$ cat src/rtl/filter_test_pkg.sv
// Shared definitions for the filter test capture path: readout FSM states and
// default RAM geometry used by both the capture and readout sides.
package filter_test_pkg;

    localparam int unsigned DEF_ADDR_W = 8;
    localparam int unsigned DEF_DATA_W = 32;

    typedef enum logic [1:0] {
        IDLE,
        FETCH,
        DRAIN,
        DONE
    } readout_state_t;

endpackage

$ cat src/rtl/readout_skid_fifo.sv
// Two-entry FIFO between the RAM read port and the output stream. When empty,
// a word arriving this cycle is presented straight through so the first word
// leaves the cycle it returns from the RAM.
module readout_skid_fifo #(
    parameter int unsigned WIDTH = 33
) (
    input  logic             clk,
    input  logic             rst,
    input  logic             push,
    input  logic [WIDTH-1:0] din,
    input  logic             pop,
    output logic [WIDTH-1:0] dout,
    output logic             valid,
    output logic [1:0]       count
);

    logic [WIDTH-1:0] mem [2];
    logic             rd_ptr;
    logic             wr_ptr;
    logic             empty;
    logic             wr_en;
    logic             rd_en;

    assign empty = (count == 2'd0);
    assign valid = !empty || push;
    assign dout  = !empty ? mem[rd_ptr] : (push ? din : '0);

    // A word pushed and popped in the same cycle while empty bypasses storage.
    assign wr_en = push && !(pop && empty);
    assign rd_en = pop && !empty;

    always_ff @(posedge clk) begin
        if (rst) begin
            rd_ptr <= 1'b0;
            wr_ptr <= 1'b0;
            count  <= 2'd0;
        end else begin
            if (wr_en) begin
                mem[wr_ptr] <= din;
                wr_ptr      <= ~wr_ptr;
            end
            if (rd_en) begin
                rd_ptr <= ~rd_ptr;
            end
            count <= count + 2'(wr_en) - 2'(rd_en);
        end
    end

endmodule

$ cat src/rtl/capture_readout.sv
// Walks the capture result RAM from address 0 to LAST_ADDR and streams each
// word on a valid/ready port, one word per cycle when the consumer keeps up.
module capture_readout
    import filter_test_pkg::*;
#(
    parameter int unsigned ADDR_W    = DEF_ADDR_W,
    parameter int unsigned DATA_W    = DEF_DATA_W,
    parameter int unsigned LAST_ADDR = 2**ADDR_W - 1
) (
    input  logic              clk,
    input  logic              rst,
    input  logic              start,
    output logic              busy,
    output logic              done,
    output logic [ADDR_W-1:0] ram_addr,
    output logic              ram_rden,
    input  logic [DATA_W-1:0] ram_q,
    output logic [DATA_W-1:0] out_data,
    output logic              out_valid,
    input  logic              out_ready,
    output logic              out_last
);

    readout_state_t state;
    logic           inflight;
    logic           inflight_last;
    logic           at_last;
    logic           pop;
    logic [1:0]     fifo_count;
    logic [2:0]     occupancy;
    logic [DATA_W:0] fifo_dout;

    assign at_last   = (ram_addr == ADDR_W'(LAST_ADDR));
    assign pop       = out_valid && out_ready;

    // Only issue a read if its word is guaranteed a FIFO slot on return.
    assign occupancy = 3'(fifo_count) + 3'(inflight) - 3'(pop);
    assign ram_rden  = (state == FETCH) && (occupancy < 3'd2);

    assign out_last  = fifo_dout[DATA_W];
    assign out_data  = fifo_dout[DATA_W-1:0];

    readout_skid_fifo #(
        .WIDTH (DATA_W + 1)
    ) u_fifo (
        .clk   (clk),
        .rst   (rst),
        .push  (inflight),
        .din   ({inflight_last, ram_q}),
        .pop   (pop),
        .dout  (fifo_dout),
        .valid (out_valid),
        .count (fifo_count)
    );

    always_ff @(posedge clk) begin
        if (rst) begin
            state         <= IDLE;
            busy          <= 1'b0;
            done          <= 1'b0;
            ram_addr      <= '0;
            inflight      <= 1'b0;
            inflight_last <= 1'b0;
        end else begin
            done          <= 1'b0;
            inflight      <= ram_rden;
            inflight_last <= ram_rden && at_last;
            case (state)
                IDLE: begin
                    if (start) begin
                        state <= FETCH;
                        busy  <= 1'b1;
                    end
                end
                FETCH: begin
                    if (ram_rden) begin
                        if (at_last) begin
                            state <= DRAIN;
                        end else begin
                            ram_addr <= ram_addr + ADDR_W'(1);
                        end
                    end
                end
                DRAIN: begin
                    if (pop && out_last) begin
                        state <= DONE;
                        busy  <= 1'b0;
                        done  <= 1'b1;
                    end
                end
                DONE: begin
                    state    <= IDLE;
                    ram_addr <= '0;
                end
                default: state <= IDLE;
            endcase
        end
    end

endmodule

$ cat config.mk
export PLATFORM = sky130hd
export DESIGN_NAME = capture_readout
export DESIGN_NICKNAME = d
export VERILOG_FILES = /design/src/rtl/filter_test_pkg.sv /design/src/rtl/readout_skid_fifo.sv /design/src/rtl/capture_readout.sv
export SDC_FILE = /design/constraint.sdc
export NUM_CORES = 1
export LEC_CHECK = 0
export CAP_MARGIN = 30
export CORE_MARGIN = 5
export CORE_UTILIZATION = 55
export DETAILED_ROUTE_END_ITERATION = 12
export GPL_TIMING_DRIVEN = 0
export PLACE_DENSITY = 0.89
export SETUP_SLACK_MARGIN = 0.5
export SYNTH_ARGS = -nofsm -noshare
export SYNTH_HDL_FRONTEND = slang
export SYNTH_SLANG_ARGS = --single-unit
$ cat constraint.sdc
create_clock -name clk -period 11.46 [get_ports clk]
set_input_delay 2.865 -clock clk [delete_from_list [all_inputs] [get_ports clk]]
set_output_delay 2.865 -clock clk [all_outputs]
set_load 0.005 [all_outputs]
### Word level (Yosys, flattened, before mapping)

Memory sizes are Yosys's and may differ from the RTL's. A register that Yosys moved wholly into a read port is not among the register bits.
Cells that the tools add are included.

| operators by class | value |
|---|---|
| $add $sub $neg | 5 |
| magnitude comparators | 1 |
| equal/unequal tests | 9 |
| muxes and demuxes | 19 |
| bitwise operators | 3 |
| reduce and logical (&&, ||, !) cells | 18 |

Operators with widths:

| cell | number |
|---|---|
| $mux 33 | 2 |
| $mux 8 | 2 |
| $pmux 8 s2 | 1 |
| $ne 2x2->1 const B | 5 |
| $add 8x1->8 const B | 1 |
| $eq 8x8->1 const B | 1 |
| $mux 1 | 8 |
| $mux 2 | 4 |
| $pmux 2 s4 | 1 |
| $logic_and 1x1->1 | 7 |
| $reduce_and 3->1 | 2 |
| $eq 2x2->1 const B | 2 |
| $logic_not 2->1 | 2 |
| $reduce_and 4->1 | 1 |
| $reduce_bool 2->1 | 2 |
| $add 2x1->3 | 1 |
| $lt 3x2->1 const B | 1 |
| $not 1->1 | 3 |
| $sub 3x1->3 | 1 |
| $add 2x1->2 | 1 |
| $eq 2x1->1 const B | 1 |
| $logic_not 1->1 | 2 |
| $pmux 1 s2 | 1 |
| $reduce_or 2->1 | 1 |
| other kinds (2) | 2 |

| word-level totals | value |
|---|---|
| bits in registers | 18 |
| RAM bits | 66 |
| bits of input ports | 36 |
| logic and storage cells | 65 |
| memories kept | 1 |

Memory list:

| memory | words | bits a word | read ports | clocked after Yosys merged registers in | write ports | RTL line | text |
|---|---|---|---|---|---|---|---|
| u_fifo.mem | 2 | 33 | 1 | 1 | 1 | readout_skid_fifo.sv:17 | `logic [WIDTH-1:0] mem [2];` |

### Logic depth before layout (Yosys ltp)

| logic depth | value |
|---|---|
| depth in word-level cells | 10 |
| mapped depth | 10 |
| mapped depth without buffers | 9 |

### By module

A second synthesis with hierarchy kept.

| unflattened totals | value |
|---|---|
| cells, all modules | 300 |
| area, all modules | 3762.4 µm² |

Modules (own cells, without submodules):

| module | times used | cells each | area an instance (µm²) | sequential area each (µm²) |
|---|---|---|---|---|
| readout_skid_fifo | 1 | 206 | 2972.9 | 2082.0 |
| capture_readout | 1 | 94 | 789.5 | 280.3 |

### Least setup slack after synthesis

Ideal clock, no wire load.

| timing path | value |
|---|---|
| path type | input -> output |
| from | in out_ready |
| to | out ram_rden |
| arrival time | 4.127 ns |
| required time | 8.595 ns |
| slack | 4.468 ns |
| stages | 7 |
| buffers on the path | 0 |
| cells stage by stage | and2_1 -> ha_1 -> nor2b_1 -> fa_1 -> nor2b_1 -> nand2_1 -> inv_1 |

| on the way | value |
|---|---|
| word-level cells in the longest chain between the ends | 4 |

RTL lines:

| item | RTL line | text |
|---|---|---|
| start, declared | capture_readout.sv:20 | `input logic out_ready,` |
| $logic_and 1x1->1 | capture_readout.sv:34 | `assign pop = out_valid && out_ready;` |
| $sub 3x1->3 | capture_readout.sv:37 | `assign occupancy = 3'(fifo_count) + 3'(inflight) - 3'(pop);` |
| $lt 3x2->1 | capture_readout.sv:38 | `assign ram_rden = (state == FETCH) && (occupancy < 3'd2);` |
| $logic_and 1x1->1 | capture_readout.sv:38 |  |
| end, declared | capture_readout.sv:16 | `output logic ram_rden,` |

No other way between the ends.

### Worst setup path after layout

Same ends and word-level chain as after synthesis.

==> flow_summary.json <==
{
  "final_util": 0.731,
  "n_antenna_cell": 0,
  "synth_area_um2": 3820,
  "ys_ff_latch": 85,
  "final.setup_skew_ns": 0.0106,
  "drt-total-wl_mm": 8.47,
  "synth_common_cells": "edfxtp_1, nand3_1, mux2i_1, o21ai_0, dfxtp_1",
  "setup_violations": 0,
  "status": "finished clean",
  "synth_area_leaders": "edfxtp_1, mux2i_1, dfxtp_1",
  "cp.arrival_ns": 5.23,
  "chipHeight_um": 93.3,
  "cp.required_ns": 8.60,
  "slew_viol_final": 0,
  "cts_setup_buffers": 0,
  "io_buffers": 80,
  "first_iter_violations": 153,
  "power.share.switching": 0.360,
  "p_clk_frac": 0.173,
  "cp-start-kind": "input port",
  "drive_gt1_frac": 0.0721,
  "hold_viol": 0,
  "ys_types": 43,
  "root_buffer": "clkbuf_8",
  "grt_pass1_wl_mm": 13.5,
  "grt_max_degree": 34,
  "power_frac_seq": 0.338,
  "rr_startpoint": "inflight$_SDFF_PP0_",
  "crit_family": "buffers and inverters",
  "num_rows": 30,
  "fp.dieW_um": 93.3,
  "combPwrFrac": 0.489,
  "timing_worst_setup_path_type": "in -> out",
  "cts_buffers": 9,
  "fin_crit_ns": 8.09,
  "finalHoldWorstSlack_ns": 0.481,
  "dr.pass1.iters": 4,
  "yosysMostFrequentCell": "edfxtp_1",
  "worstMarginPinSlew_ns": 0.813,
  "crit_path_end_kind": "output pin",
  "final_area_um2": 4940,
  "cap_violations": 0,
  "clock_path_buffers": 2,
  "final_nets": 442,
  "fmax_ghz": 0.124,
  "synthCells": 303,
  "gp_congestion": 0.854,
  "grt_pass1_vias": 2722,
  "max_slew_margin": 0.458,
  "instances_no_fill": 482,
  "crit_buf_inv": 3,
  "fp.dieArea_um2": 8710,
  "cp_max_fo": 4,
  "clkTransAtPathRegs_ns": 0.08,
  "routed_via_density": 5.80,
  "ys_seq_area_frac": 0.619,
  "ios": 81,
  "regArea_um2": 2360,
  "fill_cells": 461,
  "globalRouteTotalUtil": 0.199,
  "critPathMaxStageDelay_ns": 0.50,
  "power_density_nw_per_um2": 223,
  "multi_input_area_um2": 1350,
  "initial_core_util": 0.565,
  "routed-via-count": 2798,
  "rsz0062_at_grt": "false",
  "post-dp-hpwl_mm": 5.85,
  "cp_slowest_cell": "clkdlybuf4s50_1",
  "drcViolationCount": 0,
  "area_growth_pct": 29.4,
  "setup_tns_ns": 0,
  "ant_nets": 0,
  "startpoint": "out_ready",
  "wl_per_cell_um": 17.6,
  "synth_top_area_cell": "edfxtp_1",
  "placed_cell_area_um2": 4770,
  "syn_nets": 348,
  "hold_start": "inflight_last$_SDFF_PP0_",
  "h-tree-depth": 3,
  "holdBufCountCts": 0,
  "dp_cells": 466,
  "p_leak_nw": 1.60,
  "synth_edf_count": 66,
  "p_int_uw": 706,
  "avgSynthCellArea_um2": 12.6,
  "cts_tree": "built",
  "async_flop_share": 0,
  "core_area_um2": 6760,
  "grt_overflow": 0,
  "synthFlopType": "edfxtp_1",
  "peakVddDrop_mv": 0.142,
  "clock_sinks": 85,
  "antenna_found_initial": 0,
  "p_switching_uw": 397,
  "cts_resized": 0,
  "yosysWarnings": 0,
  "fin_crit_sh": 0.706,
  "path_cells": "clkdlybuf4s50_1 -> and2_1 -> ha_1 -> nor2b_1 -> fa_1 -> nor2b_1 -> nand2_1 -> inv_1 -> clkdlybuf4s50_1",
  "min_path_type": "reg -> reg",
  "synth.top_cell.area_share": 0.519,
  "worstSkewPairLatency_ns": 0.35
}
==> per-layer routing <==
layer / up-vias / share of wire / GRT usage
li1: 1323 / - / -
met1: 1360 / 0.43 / 0.260
met2: 106 / 0.50 / 0.334
met3: 9 / 0.059 / 0.0394
met4: 0 / 0.0093 / 0.0623
met5: - / 0 / 0
==> metrics by stage <==
stage | power [mW] | worst slack (ns)
finish | 1.10 | 3.37
global route | 1.17 | 3.20
CTS | 1.11 | 3.36
detailed placement | 0.919 | 3.40
global placement | 0.904 | 3.40
floorplan | 0.658 | 4.47
==> power by group through the flow <==
stage          logic (mW)  registers (mW)  clock network, mW
2_1_floorplan       0.280           0.378                  0
4_1_cts             0.544           0.373              0.193
5_1_grt             0.592           0.377              0.206
3_3_place_gp        0.524           0.380                  0
3_5_place_dp        0.539           0.380                  0
6_report            0.539           0.373              0.190
==> cell usage in the layout, fill, tap and decap left out, drive strengths merged, types with 3 or more instances in the layout <==
cell / synthesis / routed
nand3: 41 / 41
clkdlybuf4s50: 0 / 80
o21ai: 35 / 35
nand2: 8 / 8
a21oi: 4 / 4
xnor2: 4 / 4
nor2b: 6 / 6
nand4: 3 / 3
a211oi: 4 / 4
inv: 9 / 11
and2: 3 / 3
mux2i: 39 / 39
dfxtp: 19 / 19
edfxtp: 66 / 66
nor2: 6 / 6
buf: 8 / 11
clkinv: 1 / 3
ha: 8 / 8
clkbuf: 10 / 20
nand3b: 5 / 5
==> flip-flops by register name, summed over array words and instances (netlist names), named ones only <==
signal,cells
inflight,1
u_fifo.mem,66
u_fifo.rd_ptr,1
ram_addr,8
busy,1
u_fifo.count,2
state,2
done,1
inflight_last,1
u_fifo.wr_ptr,1
==> cell families after synthesis <==
family / share of synthesized area
buf+inv: 0.0282
flops: 0.619
xor+xnor: 0.0157
simple gates: 0.117
compound gates: 0.0865
fa+ha+maj: 0.0315
mux: 0.102
==> area by class of cell <==
type,instances,area share
clock inverters,6,0.00937
multi-input cells,190,0.274
plain buffers,18,0.0142
repair buffers,83,0.170
clock buffers,10,0.0258
flip-flops and latches,85,0.478
well taps,80,0.0203
inverters,10,0.00760
==> path summary, 6_finish.rpt <==
kind | endpoint | slack, ns | cells past startpoint
hold reg to reg | u_fifo.mem[1][32]$_DFFE_PP_ | 0.48 | 0
hold / removal | u_fifo.mem[1][32]$_DFFE_PP_ | 0.48 | 0
setup reg to reg | ram_addr[6]$_SDFFE_PP0P_ | 8.28 | 10
setup / recovery | ram_rden | 3.37 | 9
Power figures use the tool's default switching activity.
